File: src/rtl/wb_stage_fifo_if.sv
// rtl/wb_stage_fifo_if.sv - MEM-to-WB handshake and entry bus
interface wb_stage_fifo_if #(
    parameter int BUS_W = 199
) ();
    logic             ms_to_ws_valid;
    logic             ws_allowin;
    logic [BUS_W-1:0] ms_to_ws_bus;

    modport master (output ms_to_ws_valid, output ms_to_ws_bus, input ws_allowin);
    modport slave  (input ms_to_ws_valid, input ms_to_ws_bus, output ws_allowin);
endinterface

File: src/rtl/wb_stage_fifo.sv
// rtl/wb_stage_fifo.sv - buffered writeback stage with CSR access, flush and retire counting
module wb_stage_fifo #(
    parameter int DATA_W     = 32,
    parameter int RF_AW      = 5,
    parameter int CSR_NUM_W  = 14,
    parameter int ECODE_W    = 6,
    parameter int ESUB_W     = 9,
    parameter int DEPTH      = 2,
    parameter int CSR_RD_LAT = 0,
    parameter int CNT_W      = 64
) (
    input  logic                      clk,
    input  logic                      resetn,
    wb_stage_fifo_if.slave            ms_if,
    output logic [RF_AW+DATA_W:0]     ws_to_rf_bus_o,
    output logic                      csr_re_o,
    output logic [CSR_NUM_W-1:0]      csr_num_o,
    output logic                      csr_we_o,
    output logic [DATA_W-1:0]         csr_wmask_o,
    output logic [DATA_W-1:0]         csr_wvalue_o,
    input  logic [DATA_W-1:0]         csr_rvalue_i,
    output logic                      wb_ex_o,
    output logic                      wb_ertn_flush_o,
    output logic [ECODE_W-1:0]        wb_ecode_o,
    output logic [ESUB_W-1:0]         wb_esubcode_o,
    output logic [DATA_W-1:0]         wb_pc_o,
    output logic [DATA_W-1:0]         wb_vaddr_o,
    input  logic [7:0]                ext_int_i,
    input  logic                      ipi_req_i,
    output logic [7:0]                hw_int_in_o,
    output logic                      ipi_int_in_o,
    output logic [CNT_W-1:0]          retire_cnt_o,
    output logic [DATA_W-1:0]         debug_wb_pc_o,
    output logic [3:0]                debug_wb_rf_wen_o,
    output logic [RF_AW-1:0]          debug_wb_rf_wnum_o,
    output logic [DATA_W-1:0]         debug_wb_rf_wdata_o
);
    // Entry field positions, LSB upward: pc, result, dest, gr_we, wvalue, wmask,
    // csr_we, csr_num, csr_op, vaddr, esubcode, ecode, ex, ertn.
    localparam int PC_LSB    = 0;
    localparam int RES_LSB   = PC_LSB + DATA_W;
    localparam int DEST_LSB  = RES_LSB + DATA_W;
    localparam int GRWE_BIT  = DEST_LSB + RF_AW;
    localparam int WVAL_LSB  = GRWE_BIT + 1;
    localparam int WMASK_LSB = WVAL_LSB + DATA_W;
    localparam int CSRWE_BIT = WMASK_LSB + DATA_W;
    localparam int CNUM_LSB  = CSRWE_BIT + 1;
    localparam int CSROP_BIT = CNUM_LSB + CSR_NUM_W;
    localparam int VADDR_LSB = CSROP_BIT + 1;
    localparam int ESUB_LSB  = VADDR_LSB + DATA_W;
    localparam int ECODE_LSB = ESUB_LSB + ESUB_W;
    localparam int EX_BIT    = ECODE_LSB + ECODE_W;
    localparam int ERTN_BIT  = EX_BIT + 1;
    localparam int BUS_W     = ERTN_BIT + 1;
    localparam int PTR_W     = (DEPTH > 1) ? $clog2(DEPTH) : 1;
    localparam int CW        = $clog2(DEPTH + 1);

    logic [BUS_W-1:0] mem_q [DEPTH];
    logic [PTR_W-1:0] head_q, head_d, tail_q, tail_d;
    logic [CW-1:0]    count_q, count_d;
    logic             head_wait_q, head_wait_d;
    logic [CNT_W-1:0] retire_cnt_q, retire_cnt_d;
    logic [8:0]       int_s1_q, int_s2_q;

    logic [BUS_W-1:0] head;
    logic             head_valid, retire, flush, push, allowin, rf_we;
    logic             h_ertn, h_ex, h_csr_op, h_csr_we, h_gr_we;
    logic [DATA_W-1:0] rf_wdata;

    function automatic logic [PTR_W-1:0] ptr_inc(input logic [PTR_W-1:0] p);
        return (p == PTR_W'(DEPTH - 1)) ? '0 : p + PTR_W'(1);
    endfunction

    assign head       = mem_q[head_q];
    assign h_ertn     = head[ERTN_BIT];
    assign h_ex       = head[EX_BIT];
    assign h_csr_op   = head[CSROP_BIT];
    assign h_csr_we   = head[CSRWE_BIT];
    assign h_gr_we    = head[GRWE_BIT];
    assign head_valid = (count_q != '0);

    // A CSR-reading head waits one cycle for read data when the CSR file is registered.
    assign retire  = head_valid & (~h_csr_op | (CSR_RD_LAT == 0) | head_wait_q);
    assign flush   = retire & (h_ex | h_ertn);
    assign allowin = (count_q < CW'(DEPTH));
    assign push    = ms_if.ms_to_ws_valid & allowin & ~flush;

    assign rf_we    = retire & h_gr_we & ~h_ex;
    assign rf_wdata = h_csr_op ? csr_rvalue_i : head[RES_LSB +: DATA_W];

    assign ms_if.ws_allowin    = allowin;
    assign ws_to_rf_bus_o      = {rf_we, head[DEST_LSB +: RF_AW], rf_wdata};
    assign csr_re_o            = head_valid & h_csr_op;
    assign csr_num_o           = head[CNUM_LSB +: CSR_NUM_W];
    assign csr_we_o            = retire & h_csr_we & ~h_ex & ~h_ertn;
    assign csr_wmask_o         = head[WMASK_LSB +: DATA_W];
    assign csr_wvalue_o        = head[WVAL_LSB +: DATA_W];
    assign wb_ex_o             = retire & h_ex;
    assign wb_ertn_flush_o     = retire & h_ertn & ~h_ex;
    assign wb_ecode_o          = head[ECODE_LSB +: ECODE_W];
    assign wb_esubcode_o       = head[ESUB_LSB +: ESUB_W];
    assign wb_pc_o             = head[PC_LSB +: DATA_W];
    assign wb_vaddr_o          = head[VADDR_LSB +: DATA_W];
    assign hw_int_in_o         = int_s2_q[7:0];
    assign ipi_int_in_o        = int_s2_q[8];
    assign retire_cnt_o        = retire_cnt_q;
    assign debug_wb_pc_o       = head[PC_LSB +: DATA_W];
    assign debug_wb_rf_wen_o   = {4{rf_we}};
    assign debug_wb_rf_wnum_o  = head[DEST_LSB +: RF_AW];
    assign debug_wb_rf_wdata_o = rf_wdata;

    // Next-state for pointers, occupancy, CSR wait flag and retire counter; a flush empties the buffer.
    always_comb begin
        head_d       = retire ? ptr_inc(head_q) : head_q;
        tail_d       = push ? ptr_inc(tail_q) : tail_q;
        count_d      = count_q + CW'(push) - CW'(retire);
        head_wait_d  = ~retire & head_valid & h_csr_op;
        retire_cnt_d = (retire & ~h_ex) ? retire_cnt_q + CNT_W'(1) : retire_cnt_q;
        if (flush) begin
            head_d  = '0;
            tail_d  = '0;
            count_d = '0;
        end
    end

    // Buffer storage and control state.
    always_ff @(posedge clk) begin
        if (!resetn) begin
            head_q       <= '0;
            tail_q       <= '0;
            count_q      <= '0;
            head_wait_q  <= 1'b0;
            retire_cnt_q <= '0;
            for (int i = 0; i < DEPTH; i++) mem_q[i] <= '0;
        end else begin
            head_q       <= head_d;
            tail_q       <= tail_d;
            count_q      <= count_d;
            head_wait_q  <= head_wait_d;
            retire_cnt_q <= retire_cnt_d;
            if (push) mem_q[tail_q] <= ms_if.ms_to_ws_bus;
        end
    end

    // Two-flop synchronisers for the asynchronous interrupt lines.
    always_ff @(posedge clk) begin
        if (!resetn) begin
            int_s1_q <= '0;
            int_s2_q <= '0;
        end else begin
            int_s1_q <= {ipi_req_i, ext_int_i};
            int_s2_q <= int_s1_q;
        end
    end
endmodule

File: src/flat_wrapper.sv
// flat-port wrapper written by rule: the top's interface ports become plain ports
module wb_stage_fifo_flat 
#(
    parameter int DATA_W     = 32,
    parameter int RF_AW      = 5,
    parameter int CSR_NUM_W  = 14,
    parameter int ECODE_W    = 6,
    parameter int ESUB_W     = 9,
    parameter int DEPTH      = 2,
    parameter int CSR_RD_LAT = 0,
    parameter int CNT_W      = 64
)
  (clk, resetn, ws_to_rf_bus_o, csr_re_o, csr_num_o, csr_we_o, csr_wmask_o, csr_wvalue_o, csr_rvalue_i, wb_ex_o, wb_ertn_flush_o, wb_ecode_o, wb_esubcode_o, wb_pc_o, wb_vaddr_o, ext_int_i, ipi_req_i, hw_int_in_o, ipi_int_in_o, retire_cnt_o, debug_wb_pc_o, debug_wb_rf_wen_o, debug_wb_rf_wnum_o, debug_wb_rf_wdata_o, ms_if_ms_to_ws_valid, ms_if_ms_to_ws_bus, ms_if_ws_allowin);
  wb_stage_fifo_if #(.BUS_W((199))) ms_if_i ();
  input  logic clk;
  input  logic resetn;
  output logic [RF_AW+DATA_W:0] ws_to_rf_bus_o;
  output logic csr_re_o;
  output logic [CSR_NUM_W-1:0] csr_num_o;
  output logic csr_we_o;
  output logic [DATA_W-1:0] csr_wmask_o;
  output logic [DATA_W-1:0] csr_wvalue_o;
  input  logic [DATA_W-1:0] csr_rvalue_i;
  output logic wb_ex_o;
  output logic wb_ertn_flush_o;
  output logic [ECODE_W-1:0] wb_ecode_o;
  output logic [ESUB_W-1:0] wb_esubcode_o;
  output logic [DATA_W-1:0] wb_pc_o;
  output logic [DATA_W-1:0] wb_vaddr_o;
  input  logic [7:0] ext_int_i;
  input  logic ipi_req_i;
  output logic [7:0] hw_int_in_o;
  output logic ipi_int_in_o;
  output logic [CNT_W-1:0] retire_cnt_o;
  output logic [DATA_W-1:0] debug_wb_pc_o;
  output logic [3:0] debug_wb_rf_wen_o;
  output logic [RF_AW-1:0] debug_wb_rf_wnum_o;
  output logic [DATA_W-1:0] debug_wb_rf_wdata_o;
  input wire logic [$bits(ms_if_i.ms_to_ws_valid)-1:0] ms_if_ms_to_ws_valid;
  input wire logic [$bits(ms_if_i.ms_to_ws_bus)-1:0] ms_if_ms_to_ws_bus;
  output wire logic [$bits(ms_if_i.ws_allowin)-1:0] ms_if_ws_allowin;
  assign ms_if_i.ms_to_ws_valid = ms_if_ms_to_ws_valid;
  assign ms_if_i.ms_to_ws_bus = ms_if_ms_to_ws_bus;
  assign ms_if_ws_allowin = ms_if_i.ws_allowin;
  wb_stage_fifo #(.DATA_W(DATA_W), .RF_AW(RF_AW), .CSR_NUM_W(CSR_NUM_W), .ECODE_W(ECODE_W), .ESUB_W(ESUB_W), .DEPTH(DEPTH), .CSR_RD_LAT(CSR_RD_LAT), .CNT_W(CNT_W)) u_core (.clk(clk), .resetn(resetn), .ms_if(ms_if_i), .ws_to_rf_bus_o(ws_to_rf_bus_o), .csr_re_o(csr_re_o), .csr_num_o(csr_num_o), .csr_we_o(csr_we_o), .csr_wmask_o(csr_wmask_o), .csr_wvalue_o(csr_wvalue_o), .csr_rvalue_i(csr_rvalue_i), .wb_ex_o(wb_ex_o), .wb_ertn_flush_o(wb_ertn_flush_o), .wb_ecode_o(wb_ecode_o), .wb_esubcode_o(wb_esubcode_o), .wb_pc_o(wb_pc_o), .wb_vaddr_o(wb_vaddr_o), .ext_int_i(ext_int_i), .ipi_req_i(ipi_req_i), .hw_int_in_o(hw_int_in_o), .ipi_int_in_o(ipi_int_in_o), .retire_cnt_o(retire_cnt_o), .debug_wb_pc_o(debug_wb_pc_o), .debug_wb_rf_wen_o(debug_wb_rf_wen_o), .debug_wb_rf_wnum_o(debug_wb_rf_wnum_o), .debug_wb_rf_wdata_o(debug_wb_rf_wdata_o));
endmodule
File: config.mk
export PLATFORM = sky130hd
export DESIGN_NAME = wb_stage_fifo_flat
export DESIGN_NICKNAME = d
export VERILOG_FILES = /design/src/rtl/wb_stage_fifo_if.sv /design/src/rtl/wb_stage_fifo.sv /design/src/flat_wrapper.sv
export SDC_FILE = /design/constraint.sdc
export NUM_CORES = 1
export LEC_CHECK = 0
export CAP_MARGIN = 15
export CORE_ASPECT_RATIO = 0.5
export CORE_MARGIN = 8
export CORE_UTILIZATION = 49
export DETAILED_ROUTE_END_ITERATION = 16
export PLACE_DENSITY = 0.77
export RECOVER_POWER = 25
export SYNTH_ARGS = -nofsm -noshare
export SYNTH_HDL_FRONTEND = slang
export SYNTH_SLANG_ARGS = --single-unit
File: constraint.sdc
create_clock -name clk -period 7 [get_ports clk]
set_input_delay 1.4 -clock clk [delete_from_list [all_inputs] [get_ports clk]]
set_output_delay 1.4 -clock clk [all_outputs]
set_load 0.005 [all_outputs]
# Word-level counts from Yosys, hierarchy flattened
# Memories as Yosys holds them, arrays and structs flattened. A register that Yosys moved wholly into a read port is not among the register bits.
# Index checks and enable logic that the tools add are counted.
[totals]
register_bits = 86
ram_bits = 398
inputBits = 243
out_inout_bits = 346
word_cells = 46
n_memories = 1
[op_classes]
add_sub_neg = 5
order_cmp = 1
mux = 12
bitwise = 18
reduce_logical = 3
[mem_list]
columns = ["memory", "words", "word_bits", "rd", "rd_ports_with_merged_regs", "write_ports", "line", "source"]
rows = [
  ["u_core.mem_q", 2, 199, 1, 1, 2, "wb_stage_fifo.sv:58", "logic [BUS_W-1:0] mem_q [DEPTH];"],
]
[ops]
columns = ["operator", "count"]
rows = [
  ["199-bit 2-to-1 mux", 1],
  ["199-bit OR reduction", 1],
  ["64-bit by 1-bit adder with 64-bit output (second input constant)", 1],
  ["32-bit 2-to-1 mux", 1],
  ["1-bit bitwise AND", 13],
  ["1-bit 2-to-1 mux", 10],
  ["1-bit inverter", 4],
  ["1-bit adder (second input constant)", 2],
  ["2-bit by 1-bit adder with 2-bit output", 1],
  ["2-bit less-than comparator (second input constant)", 1],
  ["2-bit nonzero test", 1],
  ["2-bit OR reduction", 1],
  ["2-bit by 1-bit subtractor with 2-bit output", 1],
  ["1-bit bitwise OR", 1],
]

# Depth between registers and ports, before layout
# Gate-level depths: netlist (run 1).
[depth]
word_depth = 9
ltp_mapped = 9

# Least setup slack after synthesis (run 1)
# Ideal clock, no wire load.
[synth_path]
path_kind = "input to register"
startpoint = "in ms_if_ms_to_ws_valid"
endpoint = "mem u_core.mem_q[0][0] (enable)"
setup_ns = 0.567
t_arrival_ns = 5.935
required_time_ns = 6.433
setup_slack_ns = 0.498
cell_stages = 4
path_buffers = 0
path_cell_list = "nand2_1 a21oi_1 nand2b_1 nand2_1"
[synth_lines]
columns = ["item", "line", "source"]
rows = [
  ["start: declaration", "flat_wrapper.sv:39", "input wire logic [$bits(ms_if_i.ms_to_ws_valid)-1:0] ms_if_ms_to_ws_valid;"],
  ["end: declaration", "wb_stage_fifo.sv:58", ""],
]

==> results of run 1 <==
[per-layer routing]
metal,share of wire (%),track usage (%)
met1,37,25.1
met2,57,44.0
met3,3.8,4.02
met4,2.1,6.43
met5,0.033,0
[synthesized netlist by cell type (6+ instances only)]
cell,number,share of area (%)
and2_1,418,12
edfxtp_1,398,55
mux2_2,162,8.4
dfxtp_1,87,8.0
nor2_1,79,1.4
buf_4,74,2.6
a21oi_1,73,1.7
clkbuf_1,57,0.99
mux2i_1,36,1.7
nand2_1,36,0.62
o21ai_0,28,0.65
or3_1,27,0.78
nand4_1,25,0.72
buf_1,20,0.35
nand3_1,18,0.42
xor2_1,18,0.73
o31ai_1,10,0.35
or4_1,10,0.35
inv_1,9,0.16
xnor2_1,9,0.36
and4_1,8,0.32
nor4_1,8,0.23
buf_2,7,0.16
nor3_1,6,0.14
[final cells by class]
cell class,instances,area (um^2),share of cell area (%)
Antenna cell,12,30.0,0.104
Clock buffer,62,1210,4.19
Clock inverter,16,161,0.559
Inverter,10,37.5,0.130
Multi-Input combinational cell,1000,6980,24.2
Sequential cell,485,13700,47.4
Tap cell,588,736,2.55
Timing Repair Buffer,600,6030,20.9
[worst paths after layout]
kind / endpoint / slack (ns) / cells after the start
worst max-delay path: u_core.mem_q[1][108] / 1.82 / 6
worst min-delay path: u_core.int_s2_q[0] / 0.45 / 1
worst max register to register: u_core.mem_q[1][108] / 1.82 / 6
worst min register to register: u_core.int_s2_q[0] / 0.45 / 1
[layout by cell type (no fill, tap or decap), types with 9 or more instances in the layout]
master,netlist,layout
clkbuf_16,0,44
dlygate4sd3_1,0,75
mux2i_1,36,35
nand3_1,18,18
or3_1,27,27
o31ai_1,10,10
mux2_2,162,162
o21ai_0,28,28
clkdlybuf4s50_1,0,513
and2_0,0,22
nand2_1,36,36
edfxtp_1,398,398
a21oi_1,73,73
nor2_1,79,79
clkbuf_1,57,16
xor2_1,18,18
diode_2,0,12
and2_1,418,396
xnor2_1,9,9
dfxtp_1,87,87
nand4_1,25,25
or4_1,10,10
[per-stage QoR]
| step | worst slack (ns) | utilization [%] | power [uW] | instances | instance area (um^2) |
|---|---|---|---|---|---|
| after floorplan | 0.498 | - | 3990 | 1658 | 21600 |
| after global placement | 2.74 | 63.1 | 4640 | 2683 | 27500 |
| after detailed placement | 2.70 | 63.1 | 4660 | 2683 | 27500 |
| after CTS | 2.45 | 66.3 | 7010 | 2761 | 28900 |
| after global routing | 1.38 | 66.2 | 7190 | 2769 | 28900 |
| final | 1.82 | 66.3 | 6930 | 2773 | 28900 |
[logic make-up after synthesis]
kind of cell | count (synthesis) | share of synthesized area, %
AND/OR/NAND/NOR | 658 | 18.0
flip-flops | 485 | 63.3
multiplexers | 199 | 10.2
buffers and inverters | 173 | 4.53
AO/OA/AOI/OAI | 115 | 2.83
XOR/XNOR | 27 | 1.09
adder cells (fa/ha/maj) | 1 | 0.0578
[registers in the layout, indices dropped and copies added, names as in the netlist, named ones only]
name                 flops
u_core.count_q           2
u_core.head_q            1
u_core.int_s1_q          9
u_core.int_s2_q          9
u_core.mem_q           398
u_core.retire_cnt_o     64
u_core.tail_q            1
[power breakdown]
part | internal [uW] | switching, uW
logic | 688 | 512
registers | 3340 | 50.9
clock network | 1280 | 1060
==> impl_metrics.sql, run 1 <==
INSERT INTO impl_metrics (metric_group, metric, value, unit) VALUES
('power_and_ir_drop', 'vdd_ir_drop_max', '0.000164', 'V'),
('route', 'post-route-drc-count', '0', ''),
('hold_path', 'hold_path_startpoint', 'u_core.int_s1_q[0]', ''),
('worst_setup_path', 'max_stage_delay', '2.00', 'ns'),
('worst_setup_path', 'required', '7.19', 'ns'),
('placed_design', 'hpwl', '42.9', 'mm'),
('logic_synthesis', 'synth.avg_cell_area', '13.1', 'um^2'),
('route', 'antenna_violating_nets_post_route', '0', ''),
('cts', 'numClockSinks', '485', ''),
('placed_design', 'routabilityCongestion', '0.863', ''),
('logic_synthesis', 'number_of_enable_type_register_cells_in_the_synthesized_netlist', '398', ''),
('grt', 'grt_antenna_before_repair', '9', ''),
('finish', 'filler_cell_count', '3234', ''),
('cts', 'clkLatencyLatePin', '0.57', 'ns'),
('cts', 'cts.repair.resized', '0', ''),
('grt', 'grt_pass1_wl', '89.3', 'mm'),
('run_status', 'status', 'complete, but fails checks', ''),
('finish', 'finalNetCount', '2385', ''),
('sta', 'timing.slew.headroom', '-112', '%'),
('power_and_ir_drop', 'pwr_density_cell', '240', 'mW/mm^2'),
('worst_setup_path', 'criticalPathCategory', 'register to register', ''),
('logic_synthesis', 'synthesis.instances', '1658', ''),
('floorplanning', 'floorplan.initialDensity', '49.7', '%'),
('cts', 'clock_tree.htree_level_count', '2', ''),
('logic_synthesis', 'synth_sequential_area_ratio', '63.3', '%'),
('floorplanning', 'fp-row-count', '54', ''),
('floorplanning', 'core-area', '0.0436', 'mm^2'),
('finish', 'final_layout_size_suffix_gt1_share', '11.3', '%'),
('sta', 'final-hold-violation-count', '0', ''),
('route', 'detail_route.vias_per_cell', '5.15', ''),
('worst_setup_path', 'critical_path.max_fanout', '61', ''),
('worst_setup_path', 'cp_data_arrival_time', '5.37', 'ns'),
('cts', 'postCtsHoldBufs', '0', ''),
('sta', 'fin_tns_setup', '0', 'ns'),
('sta', 'final.period_utilization', '74.0', '%'),
('sta', 'rsz0062_at_grt', 'no', ''),
('worst_setup_path', 'timing.critical_path.max_delay_family', 'simple AND/OR/NAND/NOR gates', ''),
('route', 'drt_first_iter_violations', '1029', ''),
('logic_synthesis', 'syn-cell-area', '0.0216', 'mm^2'),
('floorplanning', 'dieArea', '0.0515', 'mm^2'),
('route', 'wl', '61.1', 'mm'),
('sta', 'tightestPinTransition', '3.18', 'ns'),
('sta', 'hold_ws', '0.447', 'ns'),
('cts', 'cts.path.max_buffers', '3', ''),
('sta', 'setup_viol', '0', ''),
('placed_design', 'port_buffers', '588', ''),
('worst_setup_path', 'wp_buf_inv', '2', ''),
('sta', 'slew_violations', '288', ''),
('route', 'drt-wirelength-per-cell', '22.0', 'um'),
('cts', 'tritoncts', 'built', ''),
('floorplanning', 'vert_die_dim', '165', 'um'),
('cts', 'cts_inserted_buffers', '44', ''),
('sta', 'fin_skew', '0.0201', 'ns'),
('logic_synthesis', 'synth_cell_types', '48', ''),
('run_status', 'failed_checks', 'capacitance limit, slew limit', ''),
('flow_run', 'drv_cap', '5', ''),
('cts', 'clkSlewWorstSetupHoldPaths', '0.06', 'ns'),
('route', 'drt-pass1-iter-count', '5', ''),
('logic_synthesis', 'ys.warnings.count', '0', ''),
('hold_path', 'hp-class', 'register to register', ''),
('cts', 'cts.repair_timing.setup_buffer_count', '0', ''),
('worst_setup_path', 'critical-path-slowest-cell', 'nand2_1', ''),
('logic_synthesis', 'dominantRegCellSynth', 'edfxtp_1', ''),
('cts', 'cts_root_buf', 'clkbuf_16', ''),
('logic_synthesis', 'async_flop_share', '0', '%'),
('sta', 'fmaxAchievable', '0.193', 'GHz'),
('floorplanning', 'dieWidth', '313', 'um'),
('grt', 'grt_remaining_overflow', '0', ''),
('floorplanning', 'top_level_ports', '589', ''),
('worst_setup_path', 'cp_cell_sequence', 'buf_4 -> a21oi_1 -> a21oi_1 -> nand2_1 -> nand2_1 -> buf_4', ''),
('worst_setup_path', 'critical_path.startpoint_type', 'register', ''),
('logic_synthesis', 'synth_nets', '1902', ''),
('route', 'routed-via-count', '14300', ''),
('finish', 'syn_to_final_growth', '33.5', '%'),
('logic_synthesis', 'yosys_register_bits', '485', ''),
('power_and_ir_drop', 'p_leak', '0.0107', 'uW'),
('grt', 'number_of_global_route_vias_before_repair', '14500', ''),
('sta', 'min_period', '5.18', 'ns'),
('grt', 'track_usage', '22.5', '%'),
('worst_setup_path', 'crit_path_end_kind', 'register', ''),
('grt', 'maximum_number_of_pins_on_one_net_before_global_route_repair', '200', '');
(Power assumes the default switching activity.)
==> inputs of run 2 (changes only) <==
clock period = 5 ns   (was 7 ns; I/O delays follow)
==> impl_metrics.sql, run 2 (synthesized netlist as in run 1, its figures left out) <==
INSERT INTO impl_metrics (metric_group, metric, value, unit) VALUES
('power_and_ir_drop', 'p_leak', '0.0108', 'uW'),
('run_status', 'status', 'complete, but fails checks', ''),
('finish', 'largest-register', 'u_core.mem_q', ''),
('grt', 'maximum_number_of_pins_on_one_net_before_global_route_repair', '114', ''),
('floorplanning', 'vert_die_dim', '165', 'um'),
('route', 'antenna_violating_nets_post_route', '0', ''),
('worst_setup_path', 'cp_data_arrival_time', '4.30', 'ns'),
('cts', 'cts.path.max_buffers', '3', ''),
('cts', 'tritoncts', 'built', ''),
('power_and_ir_drop', 'internal-power', '7550', 'uW'),
('sta', 'fin_skew', '0.0259', 'ns'),
('sta', 'min_period', '3.87', 'ns'),
('sta', 'timing.slew.headroom', '-88.2', '%'),
('sta', 'slew_violations', '335', ''),
('worst_setup_path', 'criticalPathCategory', 'input port to register', ''),
('floorplanning', 'dieWidth', '313', 'um'),
('worst_setup_path', 'cp_cell_sequence', 'dlygate4sd3_1 -> inv_1 -> clkbuf_1 -> a21o_1 -> nor2b_1', ''),
('placed_design', 'placed_cells_incl_taps', '2687', ''),
('route', 'post-route-drc-count', '0', ''),
('cts', 'numClockSinks', '485', ''),
('run_status', 'failed_checks', 'capacitance limit, slew limit', ''),
('sta', 'tightestPinTransition', '2.82', 'ns'),
('sta', 'final.period_utilization', '77.3', '%'),
('route', 'routed-via-count', '14400', ''),
('cts', 'cts_root_buf', 'clkbuf_16', ''),
('cts', 'cts.repair.resized', '0', ''),
('power_and_ir_drop', 'design_power_total', '9840', 'uW'),
('finish', 'finalNetCount', '2390', ''),
('grt', 'grt_pass1_wl', '89.7', 'mm'),
('sta', 'fin_tns_setup', '0', 'ns'),
('route', 'drt_first_iter_violations', '1120', ''),
('finish', 'most-common-layout-cells', 'clkdlybuf4s50_1 (513), edfxtp_1 (398), and2_1 (387)', ''),
('finish', 'syn_to_final_growth', '34.0', '%'),
('grt', 'track_usage', '22.7', '%'),
('finish', 'layout.cells.most_common', 'clkdlybuf4s50_1', ''),
('cts', 'cts.repair_timing.setup_buffer_count', '0', ''),
('grt', 'number_of_global_route_vias_before_repair', '14400', ''),
('worst_setup_path', 'rrSetupSlack', '1.55', 'ns'),
('worst_setup_path', 'critical-path-slowest-cell', 'clkbuf_1', ''),
('finish', 'largest_register_ff_count', '398', ''),
('sta', 'setup_viol', '0', ''),
('placed_design', 'hpwl', '43.7', 'mm'),
('cts', 'clock_tree.htree_level_count', '2', ''),
('worst_setup_path', 'critical_path.max_fanout', '65', ''),
('sta', 'fmaxAchievable', '0.259', 'GHz'),
('finish', 'final_layout_size_suffix_gt1_share', '11.7', '%'),
('sta', 'hold_ws', '0.436', 'ns'),
('hold_path', 'hp-class', 'register to register', ''),
('worst_setup_path', 'required', '5.43', 'ns'),
('worst_setup_path', 'wp_buf_inv', '3', ''),
('power_and_ir_drop', 'vdd_ir_drop_max', '0.000233', 'V'),
('flow_run', 'drv_cap', '5', ''),
('power_and_ir_drop', 'pwr_density_cell', '339', 'mW/mm^2'),
('cts', 'postCtsHoldBufs', '0', ''),
('finish', 'finalCoreUtilization', '66.6', '%'),
('power_and_ir_drop', 'share_of_total_power_in_sequential_cells', '48.3', '%'),
('floorplanning', 'floorplan.initialDensity', '49.7', '%'),
('cts', 'clkSlewWorstSetupHoldPaths', '0.06', 'ns'),
('power_and_ir_drop', 'pwr-share-clk', '34.5', '%'),
('grt', 'grt_remaining_overflow', '0', ''),
('route', 'drt-wirelength-per-cell', '22.4', 'um'),
('placed_design', 'routabilityCongestion', '0.839', ''),
('route', 'wl', '62.4', 'mm'),
('sta', 'rsz0062_at_grt', 'no', ''),
('power_and_ir_drop', 'combinationalPowerShare', '17.2', '%'),
('route', 'detail_route.vias_per_cell', '5.19', ''),
('worst_setup_path', 'max_stage_delay', '2.02', 'ns'),
('cts', 'clkLatencyLatePin', '0.55', 'ns'),
('worst_setup_path', 'crit_path_end_kind', 'register', ''),
('power_and_ir_drop', 'p_switching', '2290', 'uW'),
('floorplanning', 'dieArea', '0.0515', 'mm^2'),
('sta', 'final-hold-violation-count', '0', ''),
('finish', 'instances_no_fill', '2782', ''),
('floorplanning', 'fp-row-count', '54', ''),
('placed_design', 'port_buffers', '588', ''),
('worst_setup_path', 'timing.critical_path.max_delay_family', 'buffers and inverters', ''),
('worst_setup_path', 'critical_path.startpoint_type', 'input port', ''),
('route', 'drt-pass1-iter-count', '5', ''),
('cts', 'cts_inserted_buffers', '45', ''),
('floorplanning', 'core-area', '0.0436', 'mm^2'),
('floorplanning', 'top_level_ports', '589', ''),
('power_and_ir_drop', 'power.share.switching', '23.3', '%'),
('grt', 'grt_antenna_before_repair', '13', '');
[run 2: path summary, 6_finish.rpt]
check                                     startpoint                  end  cells past startpoint
worst min register to register    u_core.int_s1_q[2]   u_core.int_s2_q[2]                      1
worst max register to register  u_core.mem_q[0][198]  u_core.mem_q[1][50]                      6
worst max-delay path                          resetn    u_core.count_q[0]                      5
worst min-delay path              u_core.int_s1_q[2]   u_core.int_s2_q[2]                      1
[run 2: power groups by stage]
stage | combinational (uW) | clock (uW) | sequential (uW)
final | 1690 | 3390 | 4750
after global routing | 1790 | 3630 | 4770
after CTS | 1720 | 3450 | 4750
after detailed placement | 1710 | 0 | 4830
after global placement | 1690 | 0 | 4820
after floorplan | 725 | 0 | 4830
[run 2: per-layer routing]
layer / share of wire, % / GRT usage (%)
met1: 38 / 26.5
met2: 54 / 41.7
met4: 3.6 / 9.17
met5: 0.021 / 0
met3: 4.1 / 4.00
[run 2: layout make-up]
type,count,area [um^2]
fill,3284,14600
sequential,485,13700
multi-input combinational,1000,6980
timing repair buffer,604,6100
clock buffer,65,1290
tap,588,736
clock inverter,16,128
inverter,10,37.5
antenna,14,35.0
[run 2: stage by stage]
step                      setup WS (ns)  cell area (um^2)
after CTS                          1.11             29000
after floorplan                   0.799             21600
final                              1.13             29000
after detailed placement           1.42             27600
after global routing              0.828             29000
after global placement             1.48             27600
